===== config.mk =====
export PLATFORM = sky130hd
export DESIGN_NAME = rom_loader
export DESIGN_NICKNAME = d
export VERILOG_FILES = /design/src/rtl/rom_loader.sv
export SDC_FILE = /design/constraint.sdc
export NUM_CORES = 1
export LEC_CHECK = 0
export CAP_MARGIN = 20
export CORE_ASPECT_RATIO = 1.25
export CORE_MARGIN = 1
export CORE_UTILIZATION = 37
export DETAILED_ROUTE_END_ITERATION = 12
export MAX_ROUTING_LAYER = met4
export SLEW_MARGIN = 40
export SYNTH_ARGS = -nofsm -noshare
export SYNTH_HDL_FRONTEND = slang
export SYNTH_SLANG_ARGS = --single-unit

===== constraint.sdc =====
create_clock -name clk -period 5.41 [get_ports clk]
set_input_delay 0.8115 -clock clk [delete_from_list [all_inputs] [get_ports clk]]
set_output_delay 0.8115 -clock clk [all_outputs]
set_load 0.02 [all_outputs]

===== src/rtl/rom_loader.sv =====
// rom_loader: assembles host bytes into little-endian words, writes them into the selected ROM,
// then reads the image back and compares XOR checksums while holding the system in reset.
module rom_loader #(
    parameter int ADDR_W = 6,
    parameter int RD_LAT = 1
) (
    input  logic              clk,
    input  logic              rst_n,
    input  logic              in_valid,
    input  logic [7:0]        in_data,
    output logic              in_ready,
    output logic              rom_we,
    output logic              rom_select,
    output logic [ADDR_W-1:0] rom_addr,
    output logic [31:0]       rom_wd,
    input  logic [31:0]       rom_rd,
    output logic              sys_hold,
    output logic              busy,
    output logic              done,
    output logic              err
);
    typedef enum logic [2:0] {IDLE, LOAD, WRITE, VERIFY, WAIT, CHECK} state_t;

    state_t            state_q, state_d;
    logic [31:0]       word_q, word_d, csum_q, csum_d, rcsum_q, rcsum_d;
    logic [ADDR_W-1:0] addr_q, addr_d, last_q, last_d;
    logic [1:0]        bcnt_q, bcnt_d, wcnt_q, wcnt_d;
    logic              sel_q, sel_d, busy_q, busy_d, done_q, done_d, err_q, err_d;
    logic              xfer, at_last, sample;
    logic              unused_hdr_bit;

    assign unused_hdr_bit = in_data[6];
    assign in_ready   = (state_q == IDLE) || (state_q == LOAD);
    assign xfer       = in_valid & in_ready;
    assign at_last    = addr_q == last_q;
    // With zero read latency the data is sampled in VERIFY itself; otherwise in the last WAIT cycle.
    assign sample     = (state_q == VERIFY && RD_LAT == 0) || (state_q == WAIT && wcnt_q == 2'(RD_LAT - 1));
    assign rom_we     = state_q == WRITE;
    assign rom_select = sel_q;
    assign rom_addr   = addr_q;
    assign rom_wd     = word_q;
    assign sys_hold   = busy_q;
    assign busy       = busy_q;
    assign done       = done_q;
    assign err        = err_q;

    always_comb begin
        state_d = state_q;
        word_d  = word_q;
        csum_d  = csum_q;
        rcsum_d = rcsum_q;
        addr_d  = addr_q;
        last_d  = last_q;
        bcnt_d  = bcnt_q;
        wcnt_d  = wcnt_q;
        sel_d   = sel_q;
        busy_d  = busy_q;
        done_d  = done_q;
        err_d   = err_q;
        case (state_q)
            IDLE: if (xfer) begin
                sel_d   = in_data[7];
                last_d  = ADDR_W'(in_data[5:0]);
                done_d  = 1'b0;
                err_d   = 1'b0;
                csum_d  = '0;
                addr_d  = '0;
                bcnt_d  = '0;
                busy_d  = 1'b1;
                state_d = LOAD;
            end
            LOAD: if (xfer) begin
                word_d  = {in_data, word_q[31:8]};
                bcnt_d  = bcnt_q + 2'd1;
                state_d = bcnt_q == 2'd3 ? WRITE : LOAD;
            end
            WRITE: begin
                csum_d  = csum_q ^ word_q;
                addr_d  = at_last ? '0 : addr_q + ADDR_W'(1);
                rcsum_d = at_last ? '0 : rcsum_q;
                state_d = at_last ? VERIFY : LOAD;
            end
            VERIFY: begin
                wcnt_d  = '0;
                state_d = WAIT;
            end
            WAIT: wcnt_d = wcnt_q + 2'd1;
            CHECK: begin
                done_d  = rcsum_q == csum_q;
                err_d   = rcsum_q != csum_q;
                busy_d  = 1'b0;
                addr_d  = '0;
                state_d = IDLE;
            end
            default: state_d = IDLE;
        endcase
        if (sample) begin
            rcsum_d = rcsum_q ^ rom_rd;
            addr_d  = at_last ? addr_q : addr_q + ADDR_W'(1);
            state_d = at_last ? CHECK : VERIFY;
        end
    end

    always_ff @(posedge clk or negedge rst_n) begin
        if (!rst_n) begin
            state_q <= IDLE;
            word_q  <= '0;
            csum_q  <= '0;
            rcsum_q <= '0;
            addr_q  <= '0;
            last_q  <= '0;
            bcnt_q  <= '0;
            wcnt_q  <= '0;
            sel_q   <= 1'b0;
            busy_q  <= 1'b0;
            done_q  <= 1'b0;
            err_q   <= 1'b0;
        end else begin
            state_q <= state_d;
            word_q  <= word_d;
            csum_q  <= csum_d;
            rcsum_q <= rcsum_d;
            addr_q  <= addr_d;
            last_q  <= last_d;
            bcnt_q  <= bcnt_d;
            wcnt_q  <= wcnt_d;
            sel_q   <= sel_d;
            busy_q  <= busy_d;
            done_q  <= done_d;
            err_q   <= err_d;
        end
    end
endmodule

# Word-level counts from Yosys, hierarchy flattened
# Index checks and enable logic that the tools add are counted.
# word_totals
register_bits,119
out_inout_bits,45
wordCells,78
# classes
addsub,3
n_eq_ne,15
muxes,26
bitwise_logic,3
n_reduce_logical,19
# ops
op,count
$mux 32,4
$pmux 32 s2,1
$xor 32x32->32,2
$eq 32x32->1,1
$ne 32x32->1,1
$mux 6,4
$pmux 6 s3,1
$pmux 3 s5,1
$mux 3,4
$reduce_bool 2->1,6
$reduce_and 2->1,5
$reduce_and 3->1,3
$mux 2,4
$ne 2x2->1 const B,4
$pmux 2 s2,2
$add 6x1->6 const B,1
$eq 3x2->1 const B,2
$eq 3x3->1 const B,2
$eq 6x6->1,1
$ne 3x3->1 const B,2
$pmux 1 s2,3
$add 2x1->2 const B,2
$reduce_bool 4->1,1
$eq 3x1->1 const B,1
other kinds (7),8

# Depth between registers and ports, before layout
# Gate-level depths: netlist (run 1).
# logic_depth
ltp_word,6
ltp_mapped,8

# Least setup slack after synthesis (run 1)
# Ideal clock, no wire load.
# synth_path
path_type,register to output
start,register state_q[2]
end,output port rom_we
arrival_ns,1.239
required_ns,4.599
slack_ns,3.360
path_stages_with_launch,5
path_buffers,2
cell_sequence,dfrtp_1 -> buf_2 -> nand2b_1 -> nor2_1 -> buf_2
# synth_via
elab_chain_len,1
# synth_lines
item,line_no,source
start: declaration,24,"state_t state_q, state_d;"
start signal: assignment,119,state_q <= state_d;
$eq 3x2->1,38,assign rom_we = state_q == WRITE;
end: declaration,12,"output logic rom_we,"
# No other way between the ends.

# Worst setup path in the final report (run 1)
# Ends and elaborated chain as after synthesis.

==> results.json, run 1 <==
{
  "synth_area_per_cell_sq_um": 10.11,
  "synth_top_family_by_area": "simple AND/OR/NAND/NOR gates",
  "design_area_sq_um": 7194,
  "drc": 8,
  "cts_tree": "done",
  "power.net_switching_w": 0.001528,
  "use_met3": 0.04677,
  "r2r_slack_ns": 2.84,
  "slowest_delay_ns": 0.70,
  "layout.nets": 682,
  "cts_max_path_buffers": 2,
  "viasPerCell": 5.097,
  "timing.final.crit_share": 0.6028,
  "area_growth_pct": 29.39,
  "setup_violations": 0,
  "synthDistinctLibCells": 36,
  "p_comb_frac": 0.336,
  "root_buffer": "clkbuf_16",
  "drt-pass1-iter-count": 9,
  "ant_nets": 0,
  "numCtsBuffers": 17,
  "clock_latency_ns": 0.42,
  "seqPwrFrac": 0.401,
  "clkSinkCount": 119,
  "drive_above_1_share": 0.1310,
  "final-instance-count-excl-fill": 827,
  "synth_area_leaders": "dfrtp_1, mux2_2, a21oi_1, xnor2_1, nand2_1",
  "muxShareOfSynthArea": 0.08101,
  "status": "finished with violations",
  "htreeDepth": 4,
  "die_h_um": 139.1,
  "initial_utilization": 0.3827,
  "critPathMaxFanout": 33,
  "gr-max-usage-layer": "met2",
  "die_w_um": 111.6,
  "io_buffers": 87,
  "ys_warn_count": 0,
  "multi_input_area_sq_um": 2456,
  "clk_pin_slew_ns": 0.05,
  "power_leakage_nw": 2.972,
  "yosysTopAreaCell": "dfrtp_1",
  "grt.overflow.total": 0,
  "core_sq_um": 14530,
  "diodes": 0,
  "cp_slowest_cell": "clkdlybuf4s50_1",
  "netlist_area_sq_um": 5560,
  "crit_family": "buffers and inverters",
  "fin_ws_ns": 2.149,
  "cap_violations": 0,
  "pre_cts_slack_ns": 2.351,
  "yosys.area_share.simple": 0.1478,
  "fmax_mhz": 306.6,
  "violations": "design-rule violations",
  "grt_first_pass_wirelength_mm": 22.11,
  "antenna_found_initial": 0,
  "synth-xor-area-share": 0.1103,
  "power.internal_w": 0.002765,
  "worst_ir_drop_vdd_mv": 0.2543,
  "seq_area_sq_um": 2978,
  "synthAdderAreaFrac": 0.006751,
  "syn-num-nets": 596,
  "clock_power_share": 0.263,
  "drv_slew": 0,
  "use_met2": 0.3030,
  "grt_util_all_layers": 0.1911,
  "cts_setup_buffers": 0,
  "cts_resized": 0,
  "period_needed_ns": 3.261,
  "startpoint_type": "register",
  "wirelength_mm": 13.86,
  "core.rowCount": 49,
  "switching_share": 0.3560,
  "cp_cell_sequence": "nand2b_1, nor2_2, buf_4, clkdlybuf4s50_1",
  "final_util": 0.4951,
  "vias": 4215,
  "required_ns": 4.60,
  "gp_congestion": 0.7841,
  "synth_top_area_share": 0.5356,
  "clock_skew_ns": 0.01074,
  "hpwl_mm": 9.381,
  "dieArea_sq_um": 15530,
  "synth_cells": 550,
  "grt_max_degree": 86,
  "min_path_type": "in2async",
  "worstPathArrival_ns": 2.45,
  "final-hold-violation-count": 0,
  "setup_tns_ns": 0,
  "grt_pass1_vias": 4112,
  "use_met1": 0.2432,
  "post_cts_hold_buffer_count": 0,
  "synth_seq_area_share": 0.5356,
  "routedWlPerCell_um": 16.76,
  "drtIter0Drc": 202,
  "ys_ff_latch": 119,
  "crit_type": "reg2out",
  "post_dp_cell_area_sq_um": 6600,
  "synth-compound-area-share": 0.09248,
  "rsz0062_at_grt": "false",
  "p_per_area_nw_per_um2": 596.7,
  "worst_slew_pin_slew_ns": 0.7307,
  "endpoint_kind": "output pin",
  "path_buf_inv": 2,
  "placed_cells": 795,
  "ios": 88,
  "n_fill_cell": 1314,
  "maxSlewHeadroom": 0.5102
}
final timing paths:
kind,from,end,cells after the start
max in group asynchronous,rst_n,csum_q[6],2
worst min register to register,bcnt_q[1],bcnt_q[1],2
worst max register to register,state_q[1],rom_addr[0],6
worst max-delay path,state_q[2],rom_we,4
min in group clk,bcnt_q[1],bcnt_q[1],2
worst min-delay path,rst_n,last_q[4],1
power by group through the flow:
stage | clock (W) | combinational, W | sequential [W]
3_3_place_gp | 0 | 0.00142 | 0.00172
5_1_grt | 0.00119 | 0.00157 | 0.00178
4_1_cts | 0.00115 | 0.00146 | 0.00173
2_1_floorplan | 0 | 0.000799 | 0.00174
6_report | 0.00113 | 0.00144 | 0.00172
3_5_place_dp | 0 | 0.00145 | 0.00174
cell families after synthesis:
kind of cell | Yosys count
AND/OR/NAND/NOR | 192
buffers and inverters | 33
XOR/XNOR | 70
multiplexers | 40
AO/OA/AOI/OAI | 93
adder cells (fa/ha/maj) | 3
flip-flops | 119
cells in the mapped netlist, drive strengths merged:
cell / n
a21oi: 74
buf: 16
and2b: 1
a22o: 2
or2: 4
nand4: 9
nor4: 3
ha: 3
xnor2: 38
a221oi: 1
dfrtp: 119
nor3b: 2
o2bb2ai: 1
nor2b: 1
nand2: 84
a21boi: 1
o22ai: 2
and2: 3
nand3b: 1
or3: 1
nor3: 2
a21o: 1
inv: 7
a32oi: 4
clkbuf: 10
nand2b: 3
o21ai: 7
nand3: 2
xor2: 32
nor2: 76
mux2: 40
per-layer routing:
layer	wire length [um]	up-vias
met2	6956	112
met5	0	-
met3	676	13
met4	129	0
li1	-	2019
met1	6097	2071
stage by stage:
stage	hold WS [ns]	total power (W)
final	0.4416	0.004293
after floorplan	0.4538	0.002537
after CTS	0.4851	0.004336
after detailed placement	0.4963	0.003184
after global routing	0.5047	0.004536
after global placement	0.4680	0.003143
cell usage in the layout, fill, tap and decap left out, types with 4 or more instances in the layout:
cell type        count
dfrtp_1            119
clkdlybuf4s50_1     86
nand2_1             84
nor2_1              75
a21oi_1             74
mux2_2              40
xnor2_1             38
xor2_1              32
clkbuf_16           17
nand4_1              9
inv_1                7
o21ai_0              7
buf_4                6
clkinv_2             5
a32oi_1              4
clkbuf_1             4
state kept, by name (all words and copies together) (netlist names):
signal / flops
bcnt_q: 2
err: 1
rcsum_q: 32
csum_q: 32
done: 1
busy: 1
wcnt_q: 2
rom_wd: 32
rom_addr: 6
state_q: 3
rom_select: 1
last_q: 6
cell type report:
type | count | area share
Clock inverter | 9 | 0.01722
Timing Repair Buffer | 93 | 0.1278
Tap cell | 178 | 0.03096
Clock buffer | 23 | 0.06504
Multi-Input combinational cell | 398 | 0.3414
Inverter | 7 | 0.003652
Sequential cell | 119 | 0.4139
Note: power is estimated with default switching activity, not from simulation.
==> run 2, diff against run 1 <==
==> constraint.sdc (replaced) <==
create_clock -name clk -period 3.4 [get_ports clk]
set_input_delay 0.51 -clock clk [delete_from_list [all_inputs] [get_ports clk]]
set_output_delay 0.51 -clock clk [all_outputs]
set_load 0.02 [all_outputs]
==> results.json, run 2 (synthesis gave the netlist of run 1 again) <==
{
  "gp_congestion": 0.7854,
  "grt_first_pass_wirelength_mm": 22.19,
  "violations": "design-rule violations",
  "pre_cts_slack_ns": 1.079,
  "p_comb_frac": 0.335,
  "setup_violations": 0,
  "rsz0062_at_grt": "false",
  "worst_ir_drop_vdd_mv": 0.3731,
  "startpoint_type": "register",
  "core.rowCount": 49,
  "seqPwrFrac": 0.393,
  "endpoint_kind": "output pin",
  "drive_above_1_share": 0.1369,
  "post_cts_hold_buffer_count": 0,
  "p_per_area_nw_per_um2": 955.6,
  "initial_utilization": 0.3827,
  "die_h_um": 139.1,
  "cts_resized": 0,
  "ios": 88,
  "grt_pass1_vias": 4176,
  "clock_power_share": 0.272,
  "period_needed_ns": 2.594,
  "clkSinkCount": 119,
  "switching_share": 0.3581,
  "die_w_um": 111.6,
  "design_area_sq_um": 7246,
  "area_growth_pct": 30.31,
  "fmax_mhz": 385.5,
  "status": "finished with violations",
  "power.internal_w": 0.004444,
  "slowest_delay_ns": 0.64,
  "placed_cells": 796,
  "cap_violations": 0,
  "htreeDepth": 4,
  "root_buffer": "clkbuf_16",
  "layout.nets": 683,
  "core_sq_um": 14530,
  "grt.overflow.total": 0,
  "fin_ws_ns": 0.8062,
  "cts_setup_buffers": 0,
  "timing.final.crit_share": 0.7629,
  "antenna_found_initial": 0,
  "final_common_cell": "dfrtp_1",
  "crit_type": "reg2out",
  "drt-pass1-iter-count": 11,
  "drtIter0Drc": 284,
  "min_path_type": "in2async",
  "clk_pin_slew_ns": 0.05,
  "io_buffers": 87,
  "hpwl_mm": 9.460,
  "grt_max_degree": 81,
  "dieArea_sq_um": 15530,
  "power_leakage_nw": 2.983,
  "finalPower_w": 0.006924,
  "setup_tns_ns": 0,
  "critPathMaxFanout": 12,
  "diodes": 0,
  "cp_cell_sequence": "nand2b_1, nor2_2, clkdlybuf4s50_1",
  "vias": 4215,
  "drc": 8,
  "drv_slew": 0,
  "required_ns": 2.89,
  "cts_max_path_buffers": 2,
  "ant_nets": 0,
  "post_dp_cell_area_sq_um": 6615,
  "grt_util_all_layers": 0.1926,
  "routedWlPerCell_um": 16.75,
  "viasPerCell": 5.091,
  "clock_latency_ns": 0.42,
  "maxSlewHeadroom": 0.5803,
  "final-instance-count-excl-fill": 828,
  "layout_common_cells": "dfrtp_1, clkdlybuf4s50_1, nand2_1, nor2_1, a21oi_1",
  "worst_slew_pin_slew_ns": 0.6262,
  "cp_slowest_cell": "clkdlybuf4s50_1",
  "numCtsBuffers": 17,
  "clock_skew_ns": 0.007191,
  "cts_tree": "done",
  "final-hold-violation-count": 0,
  "worstPathArrival_ns": 2.08,
  "power.net_switching_w": 0.002480,
  "wirelength_mm": 13.87
}
[run 2: cell count changes in the layout (fill, tap and decap cells not counted), moves of 3 or more]
cell	previous run	this run
clkinvlp_4	0	3
clkbuf_8	3	0
clkinv_4	1	6
clkinv_2	5	2
clkbuf_1	4	0
[run 2: metal layers]
layer  routed length, um  part of all wire  GRT usage  vias up
li1                    -                 -          -     2019
met1                6164              0.44     0.2393     2063
met2                6858              0.49     0.3070      118
met3                 670             0.048    0.05070       15
met4                 178             0.013    0.05761        0
met5                   0                 0          -        -
[run 2: power by group through the flow]
stage | Clock, W | Sequential (W) | Combinational, W
2_1_floorplan | 0 | 0.00277 | 0.00127
3_3_place_gp | 0 | 0.00273 | 0.00228
3_5_place_dp | 0 | 0.00275 | 0.00234
4_1_cts | 0.00191 | 0.00273 | 0.00235
5_1_grt | 0.00197 | 0.00281 | 0.00252
6_report | 0.00188 | 0.00272 | 0.00232
[run 2: cell type report]
class / instances / area, sq um
clock buffers: 17 / 425.4
clock inverters: 15 / 205.2
fillers: 1307 / 7284
inverters: 7 / 26.28
multi-input cells: 398 / 2455
flip-flops and latches: 119 / 2978
well taps: 178 / 222.7
repair buffers: 94 / 933.4
[run 2: worst paths after layout]
path	start	to	slack [ns]	depth (start not counted)
setup / recovery	state_q[2]	rom_we	0.81	3
hold / removal	rst_n	rom_addr[0]	0.07	1
setup reg to reg	state_q[1]	rom_addr[0]	1.31	6
hold reg to reg	bcnt_q[1]	bcnt_q[1]	0.50	2
max in group asynchronous	rst_n	csum_q[28]	2.52	2
min in group clk	bcnt_q[1]	bcnt_q[1]	0.50	2
[run 2: metrics by stage]
stage | hold slack (ns) | utilization
2_1_floorplan | 0.2144 | -
3_3_place_gp | 0.4678 | 0.4553
3_5_place_dp | 0.4971 | 0.4553
4_1_cts | 0.09472 | 0.4987
5_1_grt | 0.1116 | 0.4987
6_report | 0.06889 | 0.4987
[run 2: worst max-delay path: cells and delay by family, from the launching register on]
family        cells  cell delay, ns
buf+inv           1            0.64
flops             1            0.47
simple gates      2            0.56
==> run 3, diff against run 2 <==
==> constraint.sdc (replaced) <==
create_clock -name clk -period 2.35 [get_ports clk]
set_input_delay 0.3525 -clock clk [delete_from_list [all_inputs] [get_ports clk]]
set_output_delay 0.3525 -clock clk [all_outputs]
set_load 0.02 [all_outputs]
==> results.json, run 3 (synthesis gave the netlist of run 1 again) <==
{
  "rsz0062_at_grt": "false",
  "final_common_cell": "dfrtp_1",
  "whs_path_depth": 2,
  "required_ns": 2.00,
  "drive_above_1_share": 0.1363,
  "fmax_mhz": 489.2,
  "gp_congestion": 0.8195,
  "clock_latency_ns": 0.41,
  "power.internal_w": 0.006257,
  "post_dp_cell_area_sq_um": 6710,
  "dieArea_sq_um": 15530,
  "startpoint_type": "register",
  "violations": "design-rule violations",
  "seqPwrFrac": 0.406,
  "power_leakage_nw": 3.010,
  "grt_max_degree": 46,
  "worst_slew_pin_slew_ns": 0.6577,
  "clk_pin_slew_ns": 0.05,
  "final_util": 0.5000,
  "grt_util_all_layers": 0.1976,
  "wirelength_mm": 13.94,
  "endpoint_kind": "output pin",
  "diodes": 0,
  "cts_setup_buffers": 0,
  "ant_nets": 0,
  "final-hold-violation-count": 0,
  "maxSlewHeadroom": 0.5615,
  "min_path_type": "reg2reg",
  "power.net_switching_w": 0.003472,
  "n_fill_cell": 1332,
  "cts_tree": "done",
  "worstPathArrival_ns": 1.69,
  "die_h_um": 139.1,
  "core_sq_um": 14530,
  "area_growth_pct": 30.67,
  "antenna_found_initial": 0,
  "crit_type": "reg2out",
  "routedWlPerCell_um": 16.78,
  "grt_pass1_vias": 4223,
  "grt.overflow.total": 0,
  "r2r_cells": 5,
  "p_per_area_nw_per_um2": 1339,
  "io_buffers": 87,
  "viasPerCell": 5.087,
  "vias": 4227,
  "switching_share": 0.3568,
  "core.rowCount": 49,
  "htreeDepth": 4,
  "drv_slew": 0,
  "drtIter0Drc": 212,
  "layout.nets": 690,
  "timing.final.crit_share": 0.8698,
  "cap_violations": 0,
  "layout_common_cells": "dfrtp_1, clkdlybuf4s50_1, nand2_1, nor2_1, a21oi_1",
  "critPathMaxFanout": 12,
  "clkSinkCount": 119,
  "drt-pass1-iter-count": 9,
  "die_w_um": 111.6,
  "initial_utilization": 0.3827,
  "root_buffer": "clkbuf_16",
  "cts_max_path_buffers": 2,
  "ios": 88,
  "setup_violations": 0,
  "worst_ir_drop_vdd_mv": 0.4991,
  "drc": 8,
  "hpwl_mm": 9.555,
  "p_comb_frac": 0.347,
  "setup_tns_ns": 0,
  "design_area_sq_um": 7266,
  "period_needed_ns": 2.044,
  "numCtsBuffers": 17,
  "status": "finished with violations",
  "clock_power_share": 0.247,
  "grt_first_pass_wirelength_mm": 22.45,
  "clock_skew_ns": 0.004123
}
run 3: cell types whose count changed in the layout (fill, tap and decap cells not counted), moves of 3 or more:
cell	delta
buf_12	+4
bufinv_16	-3
clkbuf_8	+5
clkinv_4	-6
clkinvlp_4	-3
run 3: metal layers:
| layer | vias up | share of wire | track usage |
|---|---|---|---|
| li1 | 2021 | - | - |
| met1 | 2045 | 0.43 | 0.2470 |
| met2 | 141 | 0.50 | 0.3096 |
| met3 | 20 | 0.056 | 0.04371 |
| met4 | 0 | 0.020 | 0.08037 |
| met5 | - | 0 | - |
run 3: timing repair:
item / in CTS / in global routing
gates resized for setup: 1 / 0
endpoints found under the setup margin: 1 / 0
hold buffers: 1 / 0
endpoints found under the hold margin: 26 / 0
run 3: path summary, 6_finish.rpt:
path	start	end	slack [ns]
worst min register to register	bcnt_q[1]	bcnt_q[1]	0.48
max in group asynchronous	rst_n	rcsum_q[17]	1.20
min in group asynchronous	rst_n	last_q[4]	0.51
worst max-delay path	state_q[2]	in_ready	0.31
worst min-delay path	bcnt_q[1]	bcnt_q[1]	0.48
worst max register to register	state_q[0]	rom_addr[0]	0.32
run 3: worst max-delay path, cell delays in order (launching register included):
cell and delay, ns:
dfrtp_1 0.48, nor2_1 0.17, clkdlybuf4s50_1 0.63
run 3: cell type report:
class	count	area (sq um)	area share
tap	178	222.7	0.03065
inverter	7	26.28	0.003616
sequential	119	2978	0.4099
clock buffer	24	501.7	0.06905
clock inverter	4	45.04	0.006199
multi-input combinational	398	2455	0.3379
timing repair buffer	101	1037	0.1428
run 3: power by group through the flow:
| stage | clock (W) | sequential (W) | combinational, W |
|---|---|---|---|
| 2_1_floorplan | 0 | 0.00400 | 0.00184 |
| 3_3_place_gp | 0 | 0.00395 | 0.00332 |
| 3_5_place_dp | 0 | 0.00398 | 0.00340 |
| 4_1_cts | 0.00245 | 0.00395 | 0.00343 |
| 5_1_grt | 0.00254 | 0.00408 | 0.00367 |
| 6_report | 0.00240 | 0.00395 | 0.00338 |
run 3: through the flow:
step	setup WS [ns]	std cells	total power (W)	hold WS, ns
floorplan	0.6340	550	0.005841	0.05691
global placement	0.3015	802	0.007272	0.4187
detailed placement	0.2686	802	0.007376	0.4204
CTS	0.2727	831	0.009823	0.4870
global route	0.1523	831	0.01030	0.5319
finish	0.3060	831	0.009729	0.4823
